### config.mk
export PLATFORM = sky130hd
export DESIGN_NAME = spic_seq
export DESIGN_NICKNAME = d
export VERILOG_FILES = /design/src/rtl/spic_pkg.sv /design/src/rtl/spic_seq_fifo.sv /design/src/rtl/spic_seq.sv
export SDC_FILE = /design/constraint.sdc
export NUM_CORES = 1
export LEC_CHECK = 0
export BUFFER_PORTS_ARGS = -buffer_cell sky130_fd_sc_hd__buf_2
export CAP_MARGIN = 15
export CORE_MARGIN = 3
export CORE_UTILIZATION = 55
export CTS_BUF_LIST = sky130_fd_sc_hd__clkbuf_8
export CTS_CLUSTER_SIZE = 25
export DETAILED_ROUTE_END_ITERATION = 7
export MAX_ROUTING_LAYER = met4
export PLACE_DENSITY = 0.72
export REMOVE_ABC_BUFFERS = 1
export SLEW_MARGIN = 5
export SYNTH_ARGS = -nofsm -noshare
export SYNTH_HDL_FRONTEND = slang
export SYNTH_SLANG_ARGS = --single-unit
### constraint.sdc
create_clock -name clk -period 6.1 [get_ports clk]
set_input_delay 0.305 -clock clk [delete_from_list [all_inputs] [get_ports clk]]
set_output_delay 0.305 -clock clk [all_outputs]
set_load 0.02 [all_outputs]
### src/rtl/spic_pkg.sv
`default_nettype none
// ============================================================================
//  Module      : spic_pkg
//  Description : Shared constants, instruction field offsets and sequencer
//                state encoding for the SPI controller instruction sequencer.
//                RSP_W depends on the SPIC_SEQ_TAG_EN macro.
//  Revision    : 1.0 - initial release
// ============================================================================
package spic_pkg;

  localparam int DWIDTH       = 8;
  localparam int AWIDTH       = 8;
  localparam int S_ADDR_WIDTH = 2;
  localparam int INSTR_SIZE   = S_ADDR_WIDTH + 2 + 2 + AWIDTH + DWIDTH;

  // Instruction word layout, MSB first: {SS, T_TYPE[1:0], SIZE[1:0], ADDR, WDATA}
  localparam int SS_LSB    = INSTR_SIZE - S_ADDR_WIDTH;
  localparam int TTYPE_LSB = SS_LSB - 2;
  localparam int SIZE_LSB  = TTYPE_LSB - 2;
  localparam int ADDR_LSB  = SIZE_LSB - AWIDTH;

`ifdef SPIC_SEQ_TAG_EN
  // Responses carry the slave select and address of the originating read
  localparam int RSP_W = S_ADDR_WIDTH + AWIDTH + DWIDTH;
`else
  localparam int RSP_W = DWIDTH;
`endif

  typedef enum logic [1:0] {
    IDLE = 2'd0,
    RUN  = 2'd1,
    DONE = 2'd2
  } spic_seq_state_e;

endpackage
`default_nettype wire

### src/rtl/spic_seq_fifo.sv
`default_nettype none
// ============================================================================
//  Module      : spic_seq_fifo
//  Description : Generic synchronous FIFO with a flop-based head and
//                full/empty flags. A push while full is accepted only when a
//                pop happens in the same cycle.
//  Revision    : 1.0 - initial release
// ============================================================================
module spic_seq_fifo
  import spic_pkg::*;
#(
  parameter int WIDTH = 8,
  parameter int DEPTH = 4
) (
  input  logic             clk,
  input  logic             rst_n,
  input  logic             push,
  input  logic [WIDTH-1:0] wdata,
  input  logic             pop,
  output logic [WIDTH-1:0] head,
  output logic             full,
  output logic             empty
);

  localparam int AW = $clog2(DEPTH);

  logic [WIDTH-1:0] mem [DEPTH];
  logic [AW:0]      wr_ptr;
  logic [AW:0]      rd_ptr;
  logic             do_push;
  logic             do_pop;

  // Extra pointer bit distinguishes full from empty when the indices match
  assign empty   = (wr_ptr == rd_ptr);
  assign full    = (wr_ptr[AW] != rd_ptr[AW]) && (wr_ptr[AW-1:0] == rd_ptr[AW-1:0]);
  assign do_pop  = pop && !empty;
  assign do_push = push && (!full || do_pop);
  assign head    = mem[rd_ptr[AW-1:0]];

  // Pointer update
  always_ff @(posedge clk or negedge rst_n) begin
    if (!rst_n) begin
      wr_ptr <= '0;
      rd_ptr <= '0;
    end else begin
      if (do_push) wr_ptr <= wr_ptr + 1'b1;
      if (do_pop)  rd_ptr <= rd_ptr + 1'b1;
    end
  end

  // Storage write; contents are don't-care until the pointers cover them
  always_ff @(posedge clk) begin
    if (do_push) mem[wr_ptr[AW-1:0]] <= wdata;
  end

endmodule
`default_nettype wire

### src/rtl/spic_seq.sv
`default_nettype none
// ============================================================================
//  Module      : spic_seq
//  Description : Instruction sequencer for the SPI controller master. Buffers
//                host instructions, hands them out on driver_read fetch
//                pulses during a batch, and collects read data into a
//                response FIFO with sticky overflow reporting.
//                Macro SPIC_SEQ_TAG_EN: responses tagged with {SS, ADDR}.
//  Revision    : 1.0 - initial release
// ============================================================================
module spic_seq
  import spic_pkg::*;
#(
  parameter int DEPTH     = 16,
  parameter int RSP_DEPTH = 8
) (
  input  logic                  clk,
  input  logic                  rst_n,
  input  logic                  cmd_valid,
  output logic                  cmd_ready,
  input  logic [INSTR_SIZE-1:0] cmd_data,
  input  logic                  start,
  input  logic [1:0]            cfg,
  input  logic                  driver_read,
  input  logic [DWIDTH-1:0]     spi_slv_read_data,
  output logic                  master_en,
  output logic [INSTR_SIZE-1:0] driver_data,
  output logic [1:0]            driver_cfg,
  output logic                  rsp_valid,
  input  logic                  rsp_ready,
  output logic [RSP_W-1:0]      rsp_data,
  output logic                  busy,
  output logic                  done,
  output logic                  err_ovf
);

  spic_seq_state_e state;
  spic_seq_state_e state_nxt;

  logic [INSTR_SIZE-1:0] ififo_head;
  logic                  ififo_full;
  logic                  ififo_empty;
  logic [RSP_W-1:0]      rfifo_head;
  logic                  rfifo_full;
  logic                  rfifo_empty;
  logic [RSP_W-1:0]      rsp_wdata;

  logic cmd_push;
  logic fetch;
  logic ififo_pop;
  logic start_run;
  logic rsp_pop;
  logic rsp_push;
  logic rsp_drop;

  // Pending register: the instruction the master is currently executing
  logic pend_valid;
  logic pend_read;
`ifdef SPIC_SEQ_TAG_EN
  logic [S_ADDR_WIDTH-1:0] pend_ss;
  logic [AWIDTH-1:0]       pend_addr;
`endif

  assign cmd_ready = !ififo_full;
  assign cmd_push  = cmd_valid && cmd_ready;
  assign fetch     = (state == RUN) && driver_read;
  // No bypass: a closing pulse only looks at what is already stored
  assign ififo_pop = fetch && !ififo_empty;
  assign start_run = (state == IDLE) && start && !ififo_empty;
  assign rsp_valid = !rfifo_empty;
  assign rsp_pop   = rsp_valid && rsp_ready;
  assign rsp_push  = fetch && pend_valid && pend_read;
  assign rsp_drop  = rsp_push && rfifo_full && !rsp_pop;
  assign rsp_data  = rsp_valid ? rfifo_head : '0;
  assign driver_data = ((state == RUN) && !ififo_empty) ? ififo_head : '0;

`ifdef SPIC_SEQ_TAG_EN
  assign rsp_wdata = {pend_ss, pend_addr, spi_slv_read_data};
`else
  assign rsp_wdata = spi_slv_read_data;
`endif

  spic_seq_fifo #(
    .WIDTH (INSTR_SIZE),
    .DEPTH (DEPTH)
  ) u_ififo (
    .clk   (clk),
    .rst_n (rst_n),
    .push  (cmd_push),
    .wdata (cmd_data),
    .pop   (ififo_pop),
    .head  (ififo_head),
    .full  (ififo_full),
    .empty (ififo_empty)
  );

  spic_seq_fifo #(
    .WIDTH (RSP_W),
    .DEPTH (RSP_DEPTH)
  ) u_rfifo (
    .clk   (clk),
    .rst_n (rst_n),
    .push  (rsp_push),
    .wdata (rsp_wdata),
    .pop   (rsp_pop),
    .head  (rfifo_head),
    .full  (rfifo_full),
    .empty (rfifo_empty)
  );

  // State register
  always_ff @(posedge clk or negedge rst_n) begin
    if (!rst_n) state <= IDLE;
    else        state <= state_nxt;
  end

  // Next-state and state-decoded outputs
  always_comb begin
    state_nxt = state;
    master_en = 1'b0;
    busy      = 1'b0;
    done      = 1'b0;
    case (state)
      IDLE: begin
        if (start) state_nxt = ififo_empty ? DONE : RUN;
      end
      RUN: begin
        master_en = 1'b1;
        busy      = 1'b1;
        if (driver_read && ififo_empty) state_nxt = DONE;
      end
      DONE: begin
        busy      = 1'b1;
        done      = 1'b1;
        state_nxt = IDLE;
      end
      default: state_nxt = IDLE;
    endcase
  end

  // Pending instruction capture on every fetch; an empty fetch closes it out
  always_ff @(posedge clk or negedge rst_n) begin
    if (!rst_n) begin
      pend_valid <= 1'b0;
      pend_read  <= 1'b0;
`ifdef SPIC_SEQ_TAG_EN
      pend_ss    <= '0;
      pend_addr  <= '0;
`endif
    end else if (fetch) begin
      pend_valid <= !ififo_empty;
      pend_read  <= !ififo_head[TTYPE_LSB];
`ifdef SPIC_SEQ_TAG_EN
      pend_ss    <= ififo_head[SS_LSB +: S_ADDR_WIDTH];
      pend_addr  <= ififo_head[ADDR_LSB +: AWIDTH];
`endif
    end
  end

  // Config latch and sticky overflow flag, both renewed by an accepted start
  always_ff @(posedge clk or negedge rst_n) begin
    if (!rst_n) begin
      driver_cfg <= 2'b00;
      err_ovf    <= 1'b0;
    end else if (start_run) begin
      driver_cfg <= cfg;
      err_ovf    <= 1'b0;
    end else if (rsp_drop) begin
      err_ovf    <= 1'b1;
    end
  end

endmodule
`default_nettype wire

Word-level counts from Yosys, hierarchy flattened
Memories as Yosys holds them, arrays and structs flattened.
Index checks and enable logic that the tools add are counted.

storage, ports and cells
  input bits = 38
  register bits = 25
  RAM bits = 416
  output and inout bits = 38
  memories kept = 2

cells by class
  reductions and logical operators = 30
  add/subtract/negate cells = 4
  eq/ne operators = 10
  mux-type cells = 15

memories
  memory       words  bits a word  rd ports  clocked after Yosys merged registers in  write ports  line                 text
  u_ififo.mem  16     22           1         0                                        1            spic_seq_fifo.sv:27  logic [WIDTH-1:0] mem [DEPTH];
  u_rfifo.mem  8      8            1         0                                        1            spic_seq_fifo.sv:27

operators with widths
  operator             number
  $mux 22              1
  $logic_and 1x1->1    18
  $add 5x1->5 const B  2
  $mux 1               9
  $add 4x1->4 const B  2
  $eq 4x4->1           2
  $mux 8               1
  $logic_not 1->1      6
  $mux 2               3
  $eq 5x5->1           1
  $pmux 2 s2           1
  $eq 3x3->1           1
  $eq 2x1->1 const B   1
  $eq 2x2->1 const B   1
  $logic_not 2->1      1
  $logic_or 1x1->1     2
  $ne 1x1->1           2
  $ne 2x1->1 const B   1
  $ne 2x2->1 const B   1
  $reduce_and 2->1     1
  $reduce_bool 2->1    1
  $reduce_or 2->1      1

Logic depth before layout (Yosys ltp)
Gate-level depths: netlist of run 1.

  depth in word-level cells = 8
  depth in mapped cells = 7
  depth with buffers taken out = 6

Modules after synthesis
A second synthesis of run 1 with hierarchy kept.

unflattened totals
  cell total of the unflattened synthesis = 831
  area, all modules = 17544.3 sq um

by module, submodules not included
  module                    cells an instance  seq. area each (sq um)  area an instance (sq um)  instances
  spic_seq_fifo at u_ififo  609                10820.4                 13859.5                   1
  spic_seq_fifo at u_rfifo  150                2122.0                  3088.0                    1
  spic_seq                  72                 175.2                   596.8                     1

Least setup slack after synthesis of run 1
Ideal clock, no wire load.

  path kind = register -> register
  start point = reg u_ififo.rd_ptr[4]
  end point = mem u_ififo.mem[3][0] in the netlist's numbering, enable pin
  period minus slack after synthesis = 3068 ps
  required time = 5671 ps
  library setup time = 429 ps
  path slack = 3032 ps
  cell stages (with the launch flop) = 4
  arrival time = 2639 ps
  path through = dfrtp_1 xnor2_2 o211ai_1 nor3_1

on the way
  word-level cells in the longest chain between the ends = 8
  elaborated cells between the ends (all ways) = 12
  those cells by class = eq/ne (2); mux (2); reduce/logical (8)

RTL lines
  element                           line                                 text
  from (decl)                       spic_seq_fifo.sv:29                  logic [AW:0] rd_ptr;
  from (signal assigned)            spic_seq_fifo.sv:47                  if (do_pop) rd_ptr <= rd_ptr + 1'b1;
  $eq 5x5->1                        spic_seq_fifo.sv:34                  assign empty = (wr_ptr == rd_ptr);
  $logic_not 1->1                   spic_seq_fifo.sv:36, spic_seq.sv:68
  $logic_and 1x1->1                 spic_seq.sv:68                       assign ififo_pop = fetch && !ififo_empty;
  $logic_and 1x1->1                 spic_seq_fifo.sv:36                  assign do_pop = pop && !empty;
  $logic_or 1x1->1                  spic_seq_fifo.sv:37                  assign do_push = push && (!full || do_pop);
  $logic_and 1x1->1 (*)             spic_seq_fifo.sv:37
  $mux 1 (*)                        spic_seq_fifo.sv:53                  if (do_push) mem[wr_ptr[AW-1:0]] <= wdata;
  $mux 1 (not written as such) (*)  spic_seq_fifo.sv:53
  to (decl)                         spic_seq_fifo.sv:27

Mark *: on every way between the ends. The rest lies on a longest branch, timed or not.

Worst setup path after layout of run 1
  start point = reg u_ififo.rd_ptr[0]
  end point = out driver_data[0]

on the way
  word-level cells in the longest chain between the ends = 4
  elaborated cells between the ends (all ways) = 5
  those cells by class = eq/ne (1); mux (1); reduce/logical (2); memory (1)

RTL lines
  element                                                line            text
  branches (longest 3 deep; another with $mem_v2 16x22)  -
  $mux 22 (*)                                            spic_seq.sv:75  assign driver_data = ((state == RUN) && !ififo_empty) ? ififo_head : '0;
  to (decl)                                              spic_seq.sv:27  output logic [INSTR_SIZE-1:0] driver_data,

Mark *: on every way between the ends.

==> impl_summary.md, run 1 <==
Placed design
During placement, the flow inserted port buffers numbering 75. At the end of routability-driven placement, the weighted congestion stood at 0.727. The detailed placement HPWL is 18200 um. Including well taps, the total number of placed cells is 1268.

STA
Adding up every negative setup slack in the final design gives 0 ps. The shortest clock period the worst path allows after layout is 3800 ps. Setup repair after global routing left no endpoint under its margin. Across the routed clock network, the largest skew measured is 22.8 ps. The transition time of the tightest slew-check pin is 1150 ps. In the finished design, the share of the clock period the worst path needs comes to 62.2%. The headroom to the max-slew limit is 23.5%. The number of failing hold endpoints at the final stage is 0. The timing-limited maximum frequency is 0.263 GHz. The number of setup violations in the final report is 0. The total count of max-transition violations in the final report was 0.

Job
The tool flagged a number of max-cap violations equal to 0.

Final layout
For this run, the post-layout net count is 1006. In the final layout, flip-flops and latches occupy 13100 um^2. In the final layout, the multi-input gates occupy 4190 um^2.

The fraction of final layout cells sized beyond drive strength 1 is 30.7%. From synthesis to final layout, the design area changed by 12.3%. Leaving out filler cells and counting taps, the final layout contains 1406. The number of fillers in the final layout is 2108.

Detailed routing
The ratio of routed vias to standard cells is 5.99. The pre-antenna-repair detailed-routing pass consisted of 5 iterations. In this run the remaining antenna-violating nets after routing total 0. After detailed routing, the number of remaining DRC violations is 0. The overall via count from detail_route is 8427. In this run, the number of DRC markers left after iteration 0 of detailed routing was 757. The routed length per placed instance is 24.1 um.

The overall routed net length is 33900 um.

Global routing
The total overflow reported by the global router is 0. The number of antenna violations at the first check in global routing is 1. The via count of the first global-routing pass is 8833. The largest net degree at the start of global routing is 70. For this run, the total global-route usage over all layers was measured as 21.2%. The first-pass GRT wire length is 52400 um.

Synth
The synthesized design contains 441 register bits. The summed instance area of the synthesized netlist is 17600 um^2. The count of warnings emitted by yosys is 0. After synthesis, flip-flops and latches occupy 74.4% of the total area. In this run, synthesis inferred 416 flip-flops with an integrated enable. A synthesized cell averages 21.5 um^2. The dominant register cell in the synthesized netlist is sky130_fd_sc_hd__edfxtp_1.

Yosys mapped the design onto 50 distinct sky130hd cell types. Synthesis produced a netlist whose cell count is 821. For this run, asynchronously set or reset flops after synthesis account for 5.67%.

Floorplanning
The vertical die dimension is 185 um. The floorplan has 64 rows. 76 I/O pins were placed. The floorplan die width is 185 um. The core footprint is 31100 um^2. The initial utilization of the core area, before any placement, comes to 56.8%. The die covers 34200 um^2.

Clocking
Post-CTS repair changed the size of 0 cells. After clock tree synthesis, the flow added hold-fix buffers numbering 11. In this run the clock root is driven by a sky130_fd_sc_hd__clkbuf_8. The clock sink count is 441.

The number of buffers created by CTS is 72. The clock latency of the later-clocked register in the worst-skew pair is 580 ps. In this run the deepest clock path goes through 3 buffers. TritonCTS built the clock tree. The clock transition at the registers of the reported paths is 60 ps.

The deepest level of the CTS H-tree is 3. Post-CTS timing repair inserted 0 buffers for setup.

Power and ir drop
The relative contribution of the clock network to total power is 25.5%. The internal power of the cells is 6060 uW. The power spent charging and discharging nets is 2910 uW. In this run switching power makes up 32.5% of total power. Combinational cells account for 30.7% of the total power.

The part of the power in registers is 43.9%. In this run the static leakage power is 0.00672 uW. Across the VDD grid, the largest voltage drop is 0.286 mV.

In this run the power density over the cells is 453 nW/um^2.

Critical path
STA puts the critical path data required time at 5790 ps. The worst setup path is of the flip-flop to output pin kind. STA classifies the critical path startpoint as a flip-flop. The worst setup path is captured at an output pin. The worst-path maximum fanout is 40. At the worst endpoint, the arrival time is 3490 ps.

Hold path
In this run the worst hold path is classified as input pin to flip-flop.

Run status
The flow ran to the end, and the final reports show no timing, DRC or antenna violations.
## final timing paths
kind	from	endpoint	slack, ps	cells past startpoint
setup / recovery	u_ififo.rd_ptr[0]	driver_data[0]	2300	6
hold / removal	spi_slv_read_data[0]	u_rfifo.mem[4][0]	40	1
setup reg to reg	u_ififo.rd_ptr[3]	u_ififo.mem[5][0]	2630	6
hold reg to reg	u_rfifo.wr_ptr[3]	u_rfifo.wr_ptr[3]	490	1
max in group asynchronous	rst_n	u_ififo.rd_ptr[1]	5420	2
min in group asynchronous	rst_n	driver_cfg[0]	260	2
## cell usage after synthesis (2+ instances only)
master	instances	share of area [%]
sky130_fd_sc_hd__mux4_1	14	2.1
sky130_fd_sc_hd__nand4_1	4	0.14
sky130_fd_sc_hd__edfxtp_1	416	71
sky130_fd_sc_hd__inv_1	9	0.19
sky130_fd_sc_hd__a21oi_4	2	0.18
sky130_fd_sc_hd__nor2b_1	26	0.92
sky130_fd_sc_hd__o211ai_1	2	0.085
sky130_fd_sc_hd__nor4b_1	2	0.099
sky130_fd_sc_hd__mux2_1	2	0.13
sky130_fd_sc_hd__a211oi_1	43	1.8
sky130_fd_sc_hd__nor2_1	15	0.32
sky130_fd_sc_hd__a21oi_1	5	0.14
sky130_fd_sc_hd__a31oi_1	3	0.11
sky130_fd_sc_hd__buf_12	2	0.23
sky130_fd_sc_hd__a21o_1	2	0.085
sky130_fd_sc_hd__mux4_2	90	11
sky130_fd_sc_hd__xor2_1	13	0.65
sky130_fd_sc_hd__ha_1	10	0.71
sky130_fd_sc_hd__nand2_1	7	0.15
sky130_fd_sc_hd__dfrtp_1	25	3.5
sky130_fd_sc_hd__and3_1	14	0.50
sky130_fd_sc_hd__and4b_1	4	0.23
sky130_fd_sc_hd__buf_6	7	0.45
sky130_fd_sc_hd__mux2i_1	31	1.8
sky130_fd_sc_hd__mux2_2	6	0.38
sky130_fd_sc_hd__clkbuf_1	9	0.19
sky130_fd_sc_hd__buf_2	20	0.57
sky130_fd_sc_hd__xnor2_1	9	0.45
sky130_fd_sc_hd__buf_4	8	0.34
## layout make-up
| cell class | count | share of cell area, % |
|---|---|---|
| multi-input cells | 323 | 21.2 |
| clock buffers | 74 | 5.14 |
| clock inverters | 51 | 1.31 |
| flip-flops and latches | 441 | 66.3 |
| well taps | 396 | 2.50 |
| inverters | 9 | 0.171 |
| diodes | 1 | 0.0126 |
| repair buffers | 111 | 3.40 |
## stage by stage
step | power [uW] | setup WS (ps) | area [um^2] | util [%] | hold slack (ps)
floorplan | 6000 | 186 | 17300 | - | 9.41
global placement | 6740 | 2670 | 18400 | 59.2 | 330
detailed placement | 6770 | 2620 | 18400 | 59.2 | 338
CTS | 9080 | 2150 | 19800 | 63.7 | 2.34
global route | 9450 | 1960 | 19800 | 63.7 | 18.5
finish | 8970 | 2300 | 19800 | 63.7 | 43.7
## logic make-up after synthesis
group | Yosys count | synth area share (%)
AOI/OAI and AO/OA | 63 | 2.81
xor gates and xnor gates | 24 | 1.28
adders and majority gates | 10 | 0.710
buffers and inverters | 57 | 2.07
DFF | 441 | 74.4
muxes | 143 | 15.9
and+or+nand+nor | 83 | 2.89
## metal layers
layer	GRT usage, %	vias to the layer above	routed length (um)
met5	-	-	0
met4	6.12	0	452
met3	4.24	38	2420
met2	32.4	320	16600
met1	29.9	4370	14400
li1	-	3699	-
## registers in the layout (all words and copies together), names as in the netlist
| name | count |
|---|---|
| u_rfifo.wr_ptr | 4 |
| driver_cfg | 2 |
| u_ififo.mem | 352 |
| pend_read | 1 |
| u_rfifo.mem | 64 |
| u_ififo.rd_ptr | 5 |
| u_rfifo.rd_ptr | 4 |
| pend_valid | 1 |
| err_ovf | 1 |
| u_ififo.wr_ptr | 5 |
| state | 2 |
## power by group through the flow
| stage | clock, uW | combinational [uW] | sequential (uW) |
|---|---|---|---|
| after floorplan | 0 | 1840 | 4160 |
| after global placement | 0 | 2750 | 3990 |
| after detailed placement | 0 | 2770 | 4000 |
| after CTS | 2350 | 2790 | 3940 |
| after global routing | 2500 | 2980 | 3980 |
| final | 2290 | 2750 | 3930 |
## cells in the final DEF, fill, tap and decap left out, drive strengths merged
cell	Yosys	final
edfxtp	416	416
mux4	104	104
buf	39	100
clkbuf	9	74
a211oi	43	43
mux2i	31	31
clkinv	0	31
nor2b	26	26
inv	9	26
dfrtp	25	25
nor2	15	15
and3	14	14
xor2	14	14
dlygate4sd3	0	11
ha	10	10
xnor2	10	10
mux2	8	8
a21oi	8	8
nand2	7	7
nand4	4	4
and4b	4	4
a31oi	3	3
o211ai	2	2
nor4b	2	2
a21o	2	2
clkinvlp	0	2
o21ai	2	2
and2	2	2
nand3	2	2
nor3	2	2
diode	0	1
nor4	1	1
and4	1	1
a21boi	1	1
and2b	1	1
nor3b	1	1
a2111oi	1	1
nand2b	1	1
a311oi	1	1
bufinv	0	1
## worst max-delay path, cell delays in order, from the launching register on
cell	delay (ps)
sky130_fd_sc_hd__dfrtp_4	840
sky130_fd_sc_hd__buf_4	700
sky130_fd_sc_hd__mux4_2	580
sky130_fd_sc_hd__nor2b_1	140
sky130_fd_sc_hd__a211oi_1	270
sky130_fd_sc_hd__a211oi_1	140
sky130_fd_sc_hd__buf_2	240
(Power assumes the default switching activity.)
==> run 2, diff against run 1 <==
Settings changed: PLACE_DENSITY 0.72 to 0.75.
Clock period 6.1 ns to 3.3 ns, I/O delays scaled along.
==> run 2 against run 1 <==
Net effect:
- setup slack lost 2100 ps
- routed wire length increased by 2.0%
- power grew 89%
- combinational power is 100% higher
- non-clock buffer count rose by 46
- sequential share of layout area is 1.6 points lower
- register-to-register slack worse by 1900 ps
- clock skew increased by 14 ps
- critical path type unchanged
==> impl_summary.md, run 2 (synthesized netlist as in run 1, its figures left out) <==
Power and ir drop
The total power density per cell area is 834 nW/um^2. The relative contribution of the clock network to total power is 25.5%. The maximum vdd drop is 0.736 mV. The standby leakage power is 0.00701 uW. Power comes to 16900 uW. The internal power of the cells is 11400 uW. The share of total power dissipated in sequential elements is 41.8%. The share of total power dissipated in combinational logic is 32.7%. The power spent charging and discharging nets is 5550 uW.

Net switching is 32.8% of the power.

Global routing
The number of antenna violations at the first check in global routing is 1. The via count of the first global-routing pass is 8807. Entering global routing, the biggest net connects 90 pins. Summed over all layers, the global routing overflow is 0. The first-pass GRT wire length is 53100 um.

Global routing used 21.3% of the available tracks.

Critical path
The slowest stage of the critical path belongs to the cell sky130_fd_sc_hd__dfrtp_4. The library cell appearing most often on the critical path is sky130_fd_sc_hd__a211oi_1. At the worst endpoint, the arrival time is 2900 ps. STA classifies the critical path startpoint as a flip-flop. The signal on the critical path passes through buf_12 > mux4_2 > nor2b_1 > a211oi_1 > a211oi_1 > buf_2. The endpoint type of the worst setup path is an output pin. In this design, the stage delay of the slowest critical-path cell is 630 ps. Data on the critical path is required at its endpoint by 3130 ps. The critical path is of the flip-flop to output pin type. The worst-path maximum fanout is 34.

Clocking
Clock-pin slew was measured on the worst setup and hold paths at 60 ps. No sink is reached through more buffers than the 3 on the longest clock path. CTS built an H-tree with a depth of 3. The number of gates resized after CTS was 0.

The count of buffers added by post-CTS timing repair for setup is 0. The number of buffers created by CTS is 72. The clock tree root driver cell is sky130_fd_sc_hd__clkbuf_8. TritonCTS built the clock tree. The clock latency of the later-clocked register in the worst-skew pair is 610 ps. The clock sink count is 441.

Placed design
The detailed placement HPWL is 19600 um. The number of input and output port buffers inserted is 75. At the end of routability-driven placement, the weighted congestion stood at 0.744.

In this run the cell area measured after placement is 18600 um^2.

Detailed routing
The ratio of routed vias to standard cells is 6.00. The routed design has 34500 um of wire. Once detail routing completed, the nets flagged for antenna violations numbered 0. The number of iterations in the first detailed-routing pass is 5. The overall via count from detail_route is 8714.

Dividing the detail-routed wire length by the instance count gives 23.8 um. The post-route DRC violation count is 0. The initial detailed-routing violation count is 711.

Final layout
The fraction of final layout cells sized beyond drive strength 1 is 30.7%. The post-route standard cell area excluding fillers is 20300 um^2. Leaving out fill and tap cells, the most frequent cells in the layout are sky130_fd_sc_hd__edfxtp_1 (416), sky130_fd_sc_hd__mux4_2 (90), sky130_fd_sc_hd__clkbuf_8 (75), sky130_fd_sc_hd__buf_2 (75), sky130_fd_sc_hd__a211oi_1 (43).

The most common cell after layout, fill and taps aside is sky130_fd_sc_hd__edfxtp_1. The layout net count is 1052. The register with the most flip-flops in the layout has 352 of them. Compared with the post-synthesis result, the final layout area differs by 15.1%.

Floorplanning
The floorplan step defined a core boundary enclosing 31100 um^2. The number of standard-cell rows in the floorplan is 64. The floorplan die width is 185 um. For this configuration, the core starts out at a cell density of 56.8%. 76 I/O pins were placed. The vertical die dimension is 185 um.

The area of the die is 34200 um^2.

STA
Setup repair after global routing left no endpoint under its margin. The clock arrives with 36.5 ps of skew. For the pin with the worst max-slew slack, the measured transition is 997 ps. Headroom to the max-slew limit came out at 33.5%. The number of setup violations in the final report is 0. The total count of max-transition violations in the final report was 0. The number of failing hold endpoints at the final stage came to 0.

The share of the clock period used by the worst path after layout is 92.8%. The timing-limited maximum frequency is 0.327 GHz. The clock period could shrink to 3060 ps.

Job
The tool flagged a number of max-cap violations equal to 0.

Hold path
The type of the worst min-delay path is input pin to asynchronous set/reset pin.

Run status
The flow ran to the end, and the final reports show no timing, DRC or antenna violations.
==> run 2: cell types whose count changed in the layout (fill, tap and decap cells not counted), sizes merged <==
| cell | delta |
|---|---|
| dlygate4sd3 | +26 |
| buf | +20 |
| clkinv | -15 |
| inv | +15 |
| clkbuf | +1 |
| clkinvlp | -1 |
==> run 2: stage by stage <==
step | hold slack [ps] | TNS [ps] | worst slack (ps) | std cells | util [%]
3_3_place_gp | 193 | 0 | 810 | 1289 | 59.9
4_1_cts | 92.8 | 0 | 180 | 1451 | 65.3
6_report | 99.4 | 0 | 237 | 1452 | 65.3
5_1_grt | 129 | 0 | 50.8 | 1452 | 65.3
3_5_place_dp | 201 | 0 | 752 | 1289 | 59.9
2_1_floorplan | -131 | -759750 | -2610 | 773 | -
==> run 2: path summary, 6_finish.rpt <==
kind	start	slack, ps	depth (start not counted)	to
max	u_ififo.rd_ptr[0]	240	6	driver_data[1]
min in group clk	cfg[1]	350	3	driver_cfg[1]
min reg2reg	u_rfifo.rd_ptr[3]	490	1	u_rfifo.rd_ptr[3]
min	rst_n	100	2	u_rfifo.rd_ptr[0]
max reg2reg	state[1]	760	6	u_rfifo.mem[3][0]
max in group asynchronous	rst_n	2750	2	u_ififo.rd_ptr[3]
==> run 2: layer usage <==
metal / up-vias / global-route usage [%] / routed length, um
met5: - / - / 0
li1: 3794 / - / -
met4: 0 / 5.97 / 541
met3: 51 / 3.89 / 2200
met2: 349 / 32.7 / 17100
met1: 4520 / 30.1 / 14700
==> run 2: area by class of cell <==
type / count / area, um^2
fill: 1996 / 10800
tap: 396 / 495
clock inverter: 50 / 290
timing repair buffer: 157 / 1130
inverter: 9 / 33.8
sequential: 441 / 13100
clock buffer: 75 / 1030
antenna: 1 / 2.50
multi-input combinational: 323 / 4190
==> run 2: worst max-delay path, delay by kind of cell, from the launching register on <==
family | cells | cell delay (ps)
buffers and inverters | 2 | 530
AND/OR/NAND/NOR | 1 | 150
AO/OA/AOI/OAI | 2 | 400
multiplexers | 1 | 550
flip-flops | 1 | 630
==> run 2: what timing repair did <==
item / in CTS / in global routing
endpoints found under the setup margin: 0 / 0
hold buffers: 37 / 0
endpoints found under the hold margin: 451 / 0
==> run 2: power by group through the flow <==
stage	Sequential (uW)	Combinational (uW)	Clock, uW
after floorplan	7690	3410	0
after global placement	7170	5470	0
after detailed placement	7190	5540	0
after CTS	7080	5610	4430
after global routing	7130	5970	4690
final	7080	5540	4320
